--- src/rtl/keypad_encoder_n.sv ---
// ---------------------------------------------------------------------------
// keypad_encoder_n
//
// Keypad front-end for the microwave controller. Encodes NUM_KEYS active-high
// key lines with a highest-index-wins priority encoder, debounces the press,
// issues a single load strobe per accepted key, suppresses held keys, and
// debounces the release. In counting mode it generates a divided timing tick
// on pgt_1hz as a synchronous pulse.
//
// Optional feature macro: KEYPAD_AUTO_REPEAT_EN
//   When defined, a key held in entry mode re-issues the load strobe every
//   REPEAT_CYCLES cycles. When undefined, the repeat logic is not built.
//
// Ports:
//   clk      in   1         system clock, rising edge
//   reset    in   1         synchronous active-high reset
//   keypad   in   NUM_KEYS  active-high key lines (already synchronised)
//   enablen  in   1         0 = entry mode, 1 = counting mode
//   D        out  CODE_W    last loaded key code
//   loadn    out  1         active-low one-cycle load strobe, aligned with D
//   key_held out  1         high while an accepted key stays pressed
//   pgt_1hz  out  1         one-cycle pulse: load event or divider tick
// ---------------------------------------------------------------------------
module keypad_encoder_n #(
  parameter int NUM_KEYS        = 10,
  parameter int CODE_W          = 4,
  parameter int DEBOUNCE_CYCLES = 7,
  parameter int TICK_DIV        = 50000000,
  parameter int REPEAT_CYCLES   = 25000000
) (
  input  logic                clk,
  input  logic                reset,
  input  logic [NUM_KEYS-1:0] keypad,
  input  logic                enablen,
  output logic [CODE_W-1:0]   D,
  output logic                loadn,
  output logic                key_held,
  output logic                pgt_1hz
);

  localparam int CNT_W = $clog2(DEBOUNCE_CYCLES + 1);
  localparam int DIV_W = $clog2(TICK_DIV);

  // Elaboration-time parameter sanity checks.
  if (DEBOUNCE_CYCLES < 1) begin : g_bad_debounce
    $error("keypad_encoder_n: DEBOUNCE_CYCLES must be >= 1");
  end
  if (TICK_DIV < 2) begin : g_bad_tick_div
    $error("keypad_encoder_n: TICK_DIV must be >= 2");
  end
  if (REPEAT_CYCLES < 2) begin : g_bad_repeat
    $error("keypad_encoder_n: REPEAT_CYCLES must be >= 2");
  end
  if (CODE_W < $clog2(NUM_KEYS)) begin : g_bad_code_w
    $error("keypad_encoder_n: CODE_W too narrow for NUM_KEYS");
  end

  typedef enum logic [2:0] {
    S_IDLE     = 3'd0,
    S_DEBOUNCE = 3'd1,
    S_LOAD     = 3'd2,
    S_HELD     = 3'd3,
    S_RELEASE  = 3'd4
  } state_t;

  state_t             r_state;
  state_t             w_next_state;
  logic [CODE_W-1:0]  w_code;
  logic               w_any_key;
  logic [CODE_W-1:0]  r_cand;
  logic [CODE_W-1:0]  w_next_cand;
  logic [CNT_W-1:0]   r_cnt;
  logic [CNT_W-1:0]   w_next_cnt;
  logic [DIV_W-1:0]   r_div;
  logic               w_tick;
  logic               w_repeat;
  logic               w_load_evt;
  logic [CODE_W-1:0]  r_d;
  logic               r_loadn;
  logic               r_key_held;
  logic               r_pgt;

  // -------------------------------------------------------------------------
  // Priority encoder: scanning upward lets the highest asserted index win.
  // -------------------------------------------------------------------------
  always_comb begin
    // NOTE: every combinational output gets a default before any branch so
    // no path leaves it unassigned, which would otherwise infer a latch.
    w_code = '0;
    for (int i = 0; i < NUM_KEYS; i++) begin
      if (keypad[i]) w_code = CODE_W'(i);
    end
  end

  assign w_any_key = |keypad;

  // -------------------------------------------------------------------------
  // Next-state logic. Counters compare against DEBOUNCE_CYCLES-1 so the state
  // change lands on the same edge at which the count would reach
  // DEBOUNCE_CYCLES; this gives loadn low exactly DEBOUNCE_CYCLES cycles after
  // the first pressed cycle.
  // -------------------------------------------------------------------------
  always_comb begin
    w_next_state = r_state;
    w_next_cnt   = r_cnt;
    w_next_cand  = r_cand;
    case (r_state)
      S_IDLE: begin
        if (!enablen && w_any_key) begin
          w_next_cand = w_code;
          w_next_cnt  = CNT_W'(1);
          // A single-cycle debounce has already been satisfied by this cycle.
          w_next_state = (DEBOUNCE_CYCLES == 1) ? S_LOAD : S_DEBOUNCE;
        end
      end
      S_DEBOUNCE: begin
        if (enablen || !w_any_key || (w_code != r_cand)) begin
          w_next_state = S_IDLE;
          w_next_cnt   = '0;
        end else if (r_cnt == CNT_W'(DEBOUNCE_CYCLES - 1)) begin
          w_next_state = S_LOAD;
          w_next_cnt   = '0;
        end else begin
          w_next_cnt = r_cnt + 1'b1;
        end
      end
      S_LOAD: begin
        w_next_state = S_HELD;
        w_next_cnt   = '0;
      end
      S_HELD: begin
        // Code changes while any key is down are ignored: only a full release
        // re-arms the encoder. This also holds in counting mode.
        if (!w_any_key) begin
          w_next_state = (DEBOUNCE_CYCLES == 1) ? S_IDLE : S_RELEASE;
          w_next_cnt   = (DEBOUNCE_CYCLES == 1) ? '0 : CNT_W'(1);
        end
      end
      S_RELEASE: begin
        if (w_any_key) begin
          w_next_state = S_HELD;
          w_next_cnt   = '0;
        end else if (r_cnt == CNT_W'(DEBOUNCE_CYCLES - 1)) begin
          w_next_state = S_IDLE;
          w_next_cnt   = '0;
        end else begin
          w_next_cnt = r_cnt + 1'b1;
        end
      end
      default: begin
        w_next_state = S_IDLE;
        w_next_cnt   = '0;
      end
    endcase
  end

  // A load event happens on entry to LOAD or on an auto-repeat pulse. Both
  // require enablen=0, so they can never coincide with a divider tick.
  assign w_load_evt = (w_next_state == S_LOAD) || w_repeat;

  // -------------------------------------------------------------------------
  // State and output registers. Outputs are computed from the next state so
  // they are registered yet aligned with the state they describe.
  // -------------------------------------------------------------------------
  always_ff @(posedge clk) begin
    // NOTE: sequential state uses non-blocking assignment so every register
    // samples pre-edge values regardless of statement order.
    if (reset) begin
      r_state    <= S_IDLE;
      r_cnt      <= '0;
      r_cand     <= '0;
      r_d        <= '0;
      r_loadn    <= 1'b1;
      r_key_held <= 1'b0;
      r_pgt      <= 1'b0;
    end else begin
      r_state    <= w_next_state;
      r_cnt      <= w_next_cnt;
      r_cand     <= w_next_cand;
      if (w_load_evt) r_d <= w_next_cand;
      r_loadn    <= ~w_load_evt;
      r_key_held <= (w_next_state == S_HELD);
      r_pgt      <= w_load_evt | w_tick;
    end
  end

  // -------------------------------------------------------------------------
  // Tick divider. Held at zero in entry mode; in counting mode the registered
  // pulse follows the terminal count, so the first tick appears TICK_DIV
  // cycles after enablen rises.
  // -------------------------------------------------------------------------
  always_ff @(posedge clk) begin
    if (reset) begin
      r_div <= '0;
    end else if (!enablen) begin
      r_div <= '0;
    end else if (r_div == DIV_W'(TICK_DIV - 1)) begin
      r_div <= '0;
    end else begin
      r_div <= r_div + 1'b1;
    end
  end

  assign w_tick = enablen && (r_div == DIV_W'(TICK_DIV - 1));

  // -------------------------------------------------------------------------
  // Auto-repeat. The counter sits at zero outside HELD, so it restarts on
  // every entry to HELD, and it is cleared whenever counting mode is active.
  // -------------------------------------------------------------------------
`ifdef KEYPAD_AUTO_REPEAT_EN
  localparam int REP_W = $clog2(REPEAT_CYCLES);

  logic [REP_W-1:0] r_rep;

  always_ff @(posedge clk) begin
    if (reset) begin
      r_rep <= '0;
    end else if ((r_state != S_HELD) || enablen) begin
      r_rep <= '0;
    end else if (r_rep == REP_W'(REPEAT_CYCLES - 1)) begin
      r_rep <= '0;
    end else begin
      r_rep <= r_rep + 1'b1;
    end
  end

  // Only repeat while the key is still down, i.e. while HELD is kept.
  assign w_repeat = (r_state == S_HELD) && !enablen && w_any_key &&
                    (r_rep == REP_W'(REPEAT_CYCLES - 1));
`else
  assign w_repeat = 1'b0;
`endif

  assign D        = r_d;
  assign loadn    = r_loadn;
  assign key_held = r_key_held;
  assign pgt_1hz  = r_pgt;

endmodule

--- config.mk ---
export PLATFORM = sky130hd
export DESIGN_NAME = keypad_encoder_n
export DESIGN_NICKNAME = d
export VERILOG_FILES = /design/src/rtl/keypad_encoder_n.sv
export SDC_FILE = /design/constraint.sdc
export NUM_CORES = 1
export LEC_CHECK = 0
export ABC_AREA = 1
export BUFFER_PORTS_ARGS = -buffer_cell sky130_fd_sc_hd__buf_4
export CAP_MARGIN = 20
export CORE_UTILIZATION = 51
export CTS_CLUSTER_DIAMETER = 150
export CTS_CLUSTER_SIZE = 24
export DETAILED_ROUTE_END_ITERATION = 7
export GPL_TIMING_DRIVEN = 0
export PLACE_DENSITY = 0.75
export SLEW_MARGIN = 20
export SYNTH_ARGS = -nofsm -noshare
export SYNTH_HDL_FRONTEND = slang
export SYNTH_SLANG_ARGS = --single-unit
--- constraint.sdc ---
create_clock -name clk -period 2.33 [get_ports clk]
set_clock_uncertainty 0.2 [all_clocks]
set_input_delay 0.3495 -clock clk [delete_from_list [all_inputs] [get_ports clk]]
set_output_delay 0.3495 -clock clk [all_outputs]
set_load 0.03 [all_outputs]
; ---- Word-level counts from Yosys, hierarchy flattened
; Index checks and enable logic that the tools add are counted.
[totals]
reg_bits = 43
output_inout_bits = 7
[classes]
n_addsub = 2
eq_ne = 11
muxes = 24
n_bitwise = 3
n_reduce_logical = 10
[ops]
columns = operator, n
row1 = 2-to-1 mux 4 bit, 9
row2 = 2-to-1 mux 3 bit, 11
row3 = adder 26 x 1 -> 26 bit (second input constant), 1
row4 = == test 26 bit (second input constant), 1
row5 = one-hot mux 3 bit (5 select lines), 1
row6 = == test 3 x 2 -> 1 bit (second input constant), 4
row7 = one-hot mux 3 bit (4 select lines), 1
row8 = OR reduction 10 bit, 1
row9 = == test 3 bit (second input constant), 2
row10 = != test 2 bit (second input constant), 2
row11 = != test 4 bit, 1
row12 = adder 3 x 1 -> 3 bit (second input constant), 1
row13 = == test 3 x 1 -> 1 bit (second input constant), 1
row14 = logical NOT 3 bit, 1
row15 = OR reduction 3 bit, 1
row16 = logical AND 1 bit, 2
row17 = logical NOT 1 bit, 2
row18 = logical OR 1 bit, 2
row19 = 2-to-1 mux 2 bit, 1
row20 = NOT 1 bit, 2
row21 = AND reduction 2 bit, 1
row22 = 2-to-1 mux 1 bit, 1
row23 = OR 1 bit, 1

; ---- Depth between registers and ports, before layout
; Gate-level depths: netlist of the first run.
[depth]
depth_word = 15
depth_mapped = 16
depth_no_buf = 16

; ---- Least setup slack after synthesis of the first run
; Ideal clock, no wire load.
[synth_path]
kind = reg-to-reg
from = reg r_div[0]
to = reg r_div[20]
arrival_ns = 1.461
required_ns = 2.014
path_slack_ns = 0.553
stages_incl_launch_ff = 11
path_cell_list = dfxtp_1 -> ha_1 -> nand2_1 -> nor2_4 -> nand2_4 -> nor2_8 -> nand4_1 -> nor3_2 -> nand3_1 -> nor2_1 -> nor3b_2
[synth_via]
elab_chain_cells = 2
elab_cells_between_ends = 3
cone_classes = 1 x add/sub / 1 x eq/ne / 1 x reduce/logical
[synth_lines]
columns = element, line_no
row1 = "start, declared", 74  ; logic [DIV_W-1:0] r_div;
row2 = "start signal, assigned", 200  ; r_div <= r_div + 1'b1;
row3 = branches (longest 2 deep; another with adder 26 x 1 -> 26 bit), -
; Several ways; the timed one is not identified.
; A chain may end at the register's enable or synchronous reset.

; ---- Worst setup path after layout of the first run
; Ends and elaborated chain as after synthesis.

==> results of run 1 <==
[kinds of logic (layout without fill, tap and decap cells)]
logic type	after synthesis	count (layout)	share of synthesized area, %
xor+xnor	6	6	2.23
flops	43	43	36.5
simple gates	195	195	43.5
fa+ha+maj	1	1	0.530
buf+inv	57	84	9.70
compound gates	30	30	7.58
[layer usage]
layer	routed length (um)	up-vias
met1	2290	910
met2	2040	45
met5	0	-
li1	-	1118
met3	210	10
met4	65	0
[through the flow]
stage	cells	util, %
finish	411	60.1
global route	411	60.1
CTS	411	60.1
detailed placement	403	58.2
global placement	403	58.2
floorplan	332	-
[layout make-up]
type | count | area (um^2) | area share [%]
Sequential cell | 43 | 861 | 32.5
Clock buffer | 6 | 72.6 | 2.74
Tap cell | 52 | 65.1 | 2.45
Timing Repair Buffer | 19 | 143 | 5.38
Clock inverter | 2 | 12.5 | 0.472
Buffer | 3 | 26.3 | 0.991
Multi-Input combinational cell | 232 | 1270 | 47.9
Inverter | 54 | 203 | 7.64
[state kept, by name (all words and copies together), names as in the netlist]
| name | cells |
|---|---|
| D | 4 |
| r_div | 26 |
| r_cand | 4 |
| pgt_1hz | 1 |
| r_cnt | 3 |
| loadn | 1 |
| key_held | 1 |
| r_state | 3 |
[power by group]
part | internal [mW] | switching, mW
logic | 0.0425 | 0.0681
registers | 0.743 | 0.00731
clock network | 0.210 | 0.249
[worst paths after layout]
check | from | to | slack (ps) | cells after the start
max reg2reg | r_div[0] | r_div[20] | 320 | 10
max | r_div[0] | r_div[20] | 320 | 10
min reg2reg | r_div[0] | r_div[0] | 270 | 1
min | reset | pgt_1hz | 80 | 2
[cell usage in the layout, fill, tap and decap left out, types with 4 or more instances in the layout]
master | synthesis | final
xor2_1 | 5 | 5
nor3_1 | 9 | 9
clkbuf_8 | 0 | 5
nor3b_2 | 4 | 4
nand2_1 | 71 | 71
nand3_2 | 5 | 5
nor2_2 | 8 | 8
a21oi_1 | 10 | 10
nand4_1 | 13 | 13
buf_4 | 0 | 19
dfxtp_1 | 43 | 43
inv_1 | 48 | 48
nor2_1 | 46 | 46
o21ai_0 | 7 | 7
nor2_4 | 5 | 5
inv_2 | 5 | 5
nand3_1 | 15 | 15
[worst max-delay path: cells and delay by family (launching register included)]
family	cells	cell delay (ps)
DFF	1	380
and+or+nand+nor	9	1140
adders and majority gates	1	180
==> out/metrics.cfg, run 1 <==
[timing]
worst_pin_slew_ps=481
rsz0062_at_grt=false
setup_violations=0
hold_viol=0
tns_ps=0
worst_slack_ps=318
min_period_ps=2010
whs_ps=83.5
timing.final.crit_share_pct=86.3
max_freq_mhz=497
slew-limit-headroom_pct=67.9
slew_violations=0

[flow_run]
cap_viol_max_count=0

[setup_path]
cpPeakStageDelay_ps=380
required_ps=2320
slowest_stage=dfxtp_1
crit_chain=ha_1 -> nand2_1 -> nor2_4 -> nand2_4 -> nor2_8 -> nand4_1 -> nor3_2 -> nand3_1 -> nor2_1 -> nor3b_2
setup.worst_path.start_class=flop
crit_type=reg -> reg
worst_ep_arrival_time_ps=2000
cp-end-kind=flop
path_max_fanout=7

[yosys]
ys_seq_area_share_pct=36.5
syn_area_per_cell_um2=7.11
synth_edf_count=0
synth.cell_area_mm2=0.00236
yosys_warnings=0
ys_types=39
synth_area_leader_cell=dfxtp_1
synth.top_cell.area_share_pct=36.5
async_reset_ff_share_pct=0
ys.flop_type=dfxtp_1
syn_inst=332
yosysMostFrequentCell=nand2_1
synth-seq-cells=43
synth.area.top_cells=dfxtp_1 (36%), nand2_1 (11%), inv_1 (7.6%)
syn_nets=346
synth_commonest_cells=nand2_1 (71), inv_1 (48), nor2_1 (46)

[global_route]
use_met3_pct=3.75
grt_antenna_before_repair=0
top_usage_layer=met2
gr-total-overflow=0
grt_pass1_wl_mm=8.01
grtUsageMet1_pct=27.3
grt_max_degree=14
grtUsageMet2_pct=31.8
grt_use_total_pct=20.2
grt_pass1_vias=1887

[clock_tree]
holdBufCountCts=0
cts_resized=0
cts_tree=yes
h-tree-depth=2
cts_sinks=43
cts_setup_buffers=0
cts_buffers=5
clk_pin_slew_ps=80
root_buffer=clkbuf_8
clk_latency_ps=290
clockBufferDepth=2

[layout]
drive_gt1_share_pct=18.9
stdcell_area_mm2=0.00265
num_antenna_cells=0
nFillCells=429
final_nets=372
syn2layout_area_growth_pct=12.4

[floorplan]
dieArea_mm2=0.00490
row_count=24
start_util_pct=53.5
die_w_um=70.0
die_h_um=70.0
ioPinCount=20
core-area_mm2=0.00441

[pwr]
ir_drop_mv=0.393
p_per_area_mw_per_mm2=498
p_leak_nw=1.15
power_mw=1.32

[drt]
wl_per_cell_um=11.2
dr.first_iter.drc_count=104
dr_total_vias=2083
ant_nets=0
viasPerCell=5.07
finalWirelength_mm=4.60
drc_errors=0
first_pass_iters=5

[worst_hold_path]
hp-class=in -> reg

[placement]
io_buffers=19
dpl.hpwl_mm=3.59
placed_cell_area_mm2=0.00257
gp_congestion=0.907
detailedPlace.worstSlack_ps=289

[run_status]
status=finished clean

Power figures use the tool's default switching activity.
==> run 2: changes to the inputs <==
- PLACE_DENSITY: 0.75 -> 0.77
- SKIP_LAST_GASP: unset -> 1
- clock period: 2.33 -> 1.77 ns (I/O delays scaled with it)
==> out/metrics.cfg, run 2 (synthesized netlist as in run 1, its figures left out) <==
[layout]
stdcell_area_mm2=0.00322
syn2layout_area_growth_pct=36.4
regMostFlops=r_div
num_antenna_cells=0
final_cells=446
final_nets=407
drive_gt1_share_pct=37.6
largest_register_ffs=26
layout_commonest_cell=nand2_1
postLayoutCoreUtil_pct=72.9
layout_common_cells=nand2_1 (64), buf_4 (45), inv_1 (44)

[placement]
placed_cell_area_mm2=0.00257
dpl.hpwl_mm=3.58
detailedPlace.worstSlack_ps=-203
io_buffers=19
gp_congestion=0.865
dpl.cell_count=403

[drt]
drc_errors=0
finalWirelength_mm=6.60
wl_per_cell_um=14.8
ant_nets=0
dr_total_vias=2414
viasPerCell=5.41
dr.first_iter.drc_count=155
first_pass_iters=4

[pwr]
ir_drop_mv=0.663
p_leak_nw=1.41
p_per_area_mw_per_mm2=563
power_mw=1.81

[setup_path]
required_ps=1800
path_max_fanout=4
reg2reg_depth=10
crit_type=reg -> reg
worst_ep_arrival_time_ps=1980
cp-end-kind=flop
setup.worst_path.start_class=flop

[clock_tree]
clk_pin_slew_ps=80
clk_latency_ps=300
cts_buffers=5
cts_tree=yes
root_buffer=clkbuf_8
cts_sinks=43
clockBufferDepth=2
h-tree-depth=2

[timing]
max_freq_mhz=514
timing.final.crit_share_pct=110
slew-limit-headroom_pct=65.2
whs_ps=89.2
hold_viol=0
tns_ps=-2000
min_period_ps=1950
worst_slack_ps=-176
rsz0062_at_grt=true
setup_violations=23
worst_pin_slew_ps=522
slew_violations=0

[global_route]
gr-total-overflow=0
grt_pass1_vias=2151
grt_pass1_wl_mm=9.54
grt_use_total_pct=24.3
grt_antenna_before_repair=0
grt_max_degree=14

[floorplan]
dieArea_mm2=0.00490
row_count=24
ioPinCount=20
core-area_mm2=0.00441
start_util_pct=53.5
die_h_um=70.0
die_w_um=70.0

[worst_hold_path]
hp-class=in -> reg
hold_depth=3

[run_status]
status=finished with violations
violations=negative setup slack

[flow_run]
cap_viol_max_count=0

==> run 2: worst paths after layout <==
path                end  slack, ps       start
min             pgt_1hz         90     enablen
min reg2reg  r_state[2]        290  r_state[2]
max reg2reg   r_div[20]       -180    r_div[0]
max           r_div[20]       -180    r_div[0]
==> run 2: per-layer routing <==
metal	global-route usage, %	vias to the layer above	part of all wire, %
met5	0	-	0
met4	10.0	0	3.5
met3	4.62	28	5.5
met2	41.9	90	50
met1	29.6	1107	41
li1	-	1189	-
==> run 2: repair_timing <==
action | in CTS | in global routing
hold endpoints to repair | 1 | 0
hold buffers | 1 | 0
cloned | 2 | 0
endpoints found under the setup margin | 29 | 38
buffers inserted | 21 | 14
pin swaps | 15 | 22
gates resized for setup | 24 | 56
==> run 2: cell type report <==
class | count | area, um^2
multi-input combinational | 232 | 1470
clock inverter | 2 | 12.5
buffer | 1 | 3.75
tap | 52 | 65.1
clock buffer | 6 | 72.6
timing repair buffer | 56 | 507
fill | 293 | 1190
inverter | 54 | 205
sequential | 43 | 885
==> run 2: worst max-delay path, cell delays in order, from the launching register on <==
cell,delay (ps)
dfxtp_4,370
ha_4,150
nand2_4,60
nor2_4,140
nand2_4,90
nor2_8,120
nand4_1,150
nor3_2,240
nand3_2,130
nand2_1,80
nor3b_2,130
==> run 2: power breakdown <==
part           switching [mW]  internal [mW]  leakage (nW)
Combinational           0.112         0.0922          1.01
Clock                   0.348          0.276        0.0412
Sequential             0.0108          0.974         0.354
==> run 3: changes to the inputs <==
- CAP_MARGIN: 20 -> 0
- MAX_ROUTING_LAYER: unset -> met4
==> out/metrics.cfg, run 3 (synthesized netlist as in run 1, its figures left out) <==
[run_status]
status=finished with violations
violations=negative setup slack

[timing]
slew-limit-headroom_pct=65.1
slew_violations=0
hold_viol=0
setup_violations=23
worst_slack_ps=-170
tns_ps=-1960
min_period_ps=1940
whs_ps=87.1
max_freq_mhz=516
rsz0062_at_grt=true
worst_pin_slew_ps=523
timing.final.crit_share_pct=110

[setup_path]
worst_ep_arrival_time_ps=1970
path_max_fanout=4
crit_type=reg -> reg
setup.worst_path.start_class=flop
required_ps=1800
cp-end-kind=flop

[drt]
finalWirelength_mm=6.61
viasPerCell=5.43
dr_total_vias=2421
dr.first_iter.drc_count=174
ant_nets=0
first_pass_iters=5
wl_per_cell_um=14.8
drc_errors=0

[pwr]
p_int_mw=1.34
p_sw_share_pct=26.0
seqPwrFrac_pct=54.3
clkPwrFrac_pct=34.5
switching_power_uw=473
p_per_area_mw_per_mm2=564
p_leak_nw=1.41
ir_drop_mv=0.665
comb_power_share_pct=11.2

[floorplan]
ioPinCount=20
die_w_um=70.0
row_count=24
dieArea_mm2=0.00490
die_h_um=70.0
start_util_pct=53.5
core-area_mm2=0.00441

[layout]
syn2layout_area_growth_pct=36.4
postLayoutCoreUtil_pct=72.9
regArea_um2=885
regMostFlops=r_div
layout_commonest_cell=nand2_1
largest_register_ffs=26
num_antenna_cells=0
nFillCells=293
drive_gt1_share_pct=37.6
final_nets=407
final_cells=446
layout_common_cells=nand2_1 (64), buf_4 (45), inv_1 (44)
multi_input_area_mm2=0.00147

[placement]
gp_congestion=0.879
io_buffers=19
detailedPlace.worstSlack_ps=-203
dpl.cell_count=403
dpl.hpwl_mm=3.58

[clock_tree]
cts_sinks=43
clockBufferDepth=2
clk_pin_slew_ps=90
cts_buffers=5
root_buffer=clkbuf_8
h-tree-depth=2
cts_tree=yes
clk_latency_ps=300

[global_route]
grt_max_degree=14
gr-total-overflow=0
grt_pass1_vias=2152
grt_use_total_pct=25.0
grt_antenna_before_repair=0
grt_pass1_wl_mm=9.54

[worst_hold_path]
hp-class=in -> reg

[flow_run]
cap_viol_max_count=0

## run 3: repair_timing
item / CTS / global route
gates cloned: 2 / 0
buffers inserted: 21 / 14
hold buffers: 1 / 0
setup endpoints to repair: 29 / 38
pin swaps: 15 / 22
endpoints found under the hold margin: 1 / 0
resized for setup: 24 / 56
## run 3: worst max-delay path, cell delays in order (launching register included)
cell and delay, ps:
dfxtp_4 370, ha_4 150, nand2_4 60, nor2_4 140, nand2_4 90, nor2_8 120, nand4_1 150, nor3_2 240
nand3_2 130, nand2_1 80, nor3b_2 130
## run 3: area by class of cell
cell class              instances  area share (%)
plain buffers                   1           0.117
clock buffers                   6            2.25
clock inverters                 2           0.389
inverters                      54            6.37
multi-input cells             232            45.6
flip-flops and latches         43            27.5
well taps                      52            2.02
repair buffers                 56            15.7
## run 3: final timing paths
check                     to       start  cells after the start  slack [ps]
setup / recovery   r_div[20]    r_div[0]                     10        -170
hold / removal       pgt_1hz     enablen                      3          90
setup reg to reg   r_div[20]    r_div[0]                     10        -170
hold reg to reg   r_state[2]  r_state[2]                      1         290
## run 3: routing by layer
| metal | GRT usage (%) | part of all wire (%) |
|---|---|---|
| met1 | 29.6 | 42 |
| met2 | 41.9 | 50 |
| met3 | 4.62 | 4.6 |
| met4 | 10.0 | 3.3 |
| met5 | - | 0 |
## run 3: power groups by stage
stage	Sequential, mW	Combinational, mW	Clock, mW
2_1_floorplan	1.01	0.0969	0
3_3_place_gp	1.01	0.142	0
3_5_place_dp	1.01	0.145	0
4_1_cts	0.986	0.188	0.624
5_1_grt	0.988	0.223	0.677
6_report	0.985	0.204	0.627
## run 3: metrics by stage
stage / total power [mW] / cell area (um^2)
global placement: 1.15 / 2570
finish: 1.82 / 3220
detailed placement: 1.15 / 2570
global route: 1.89 / 3220
floorplan: 1.10 / 2360
CTS: 1.80 / 2980
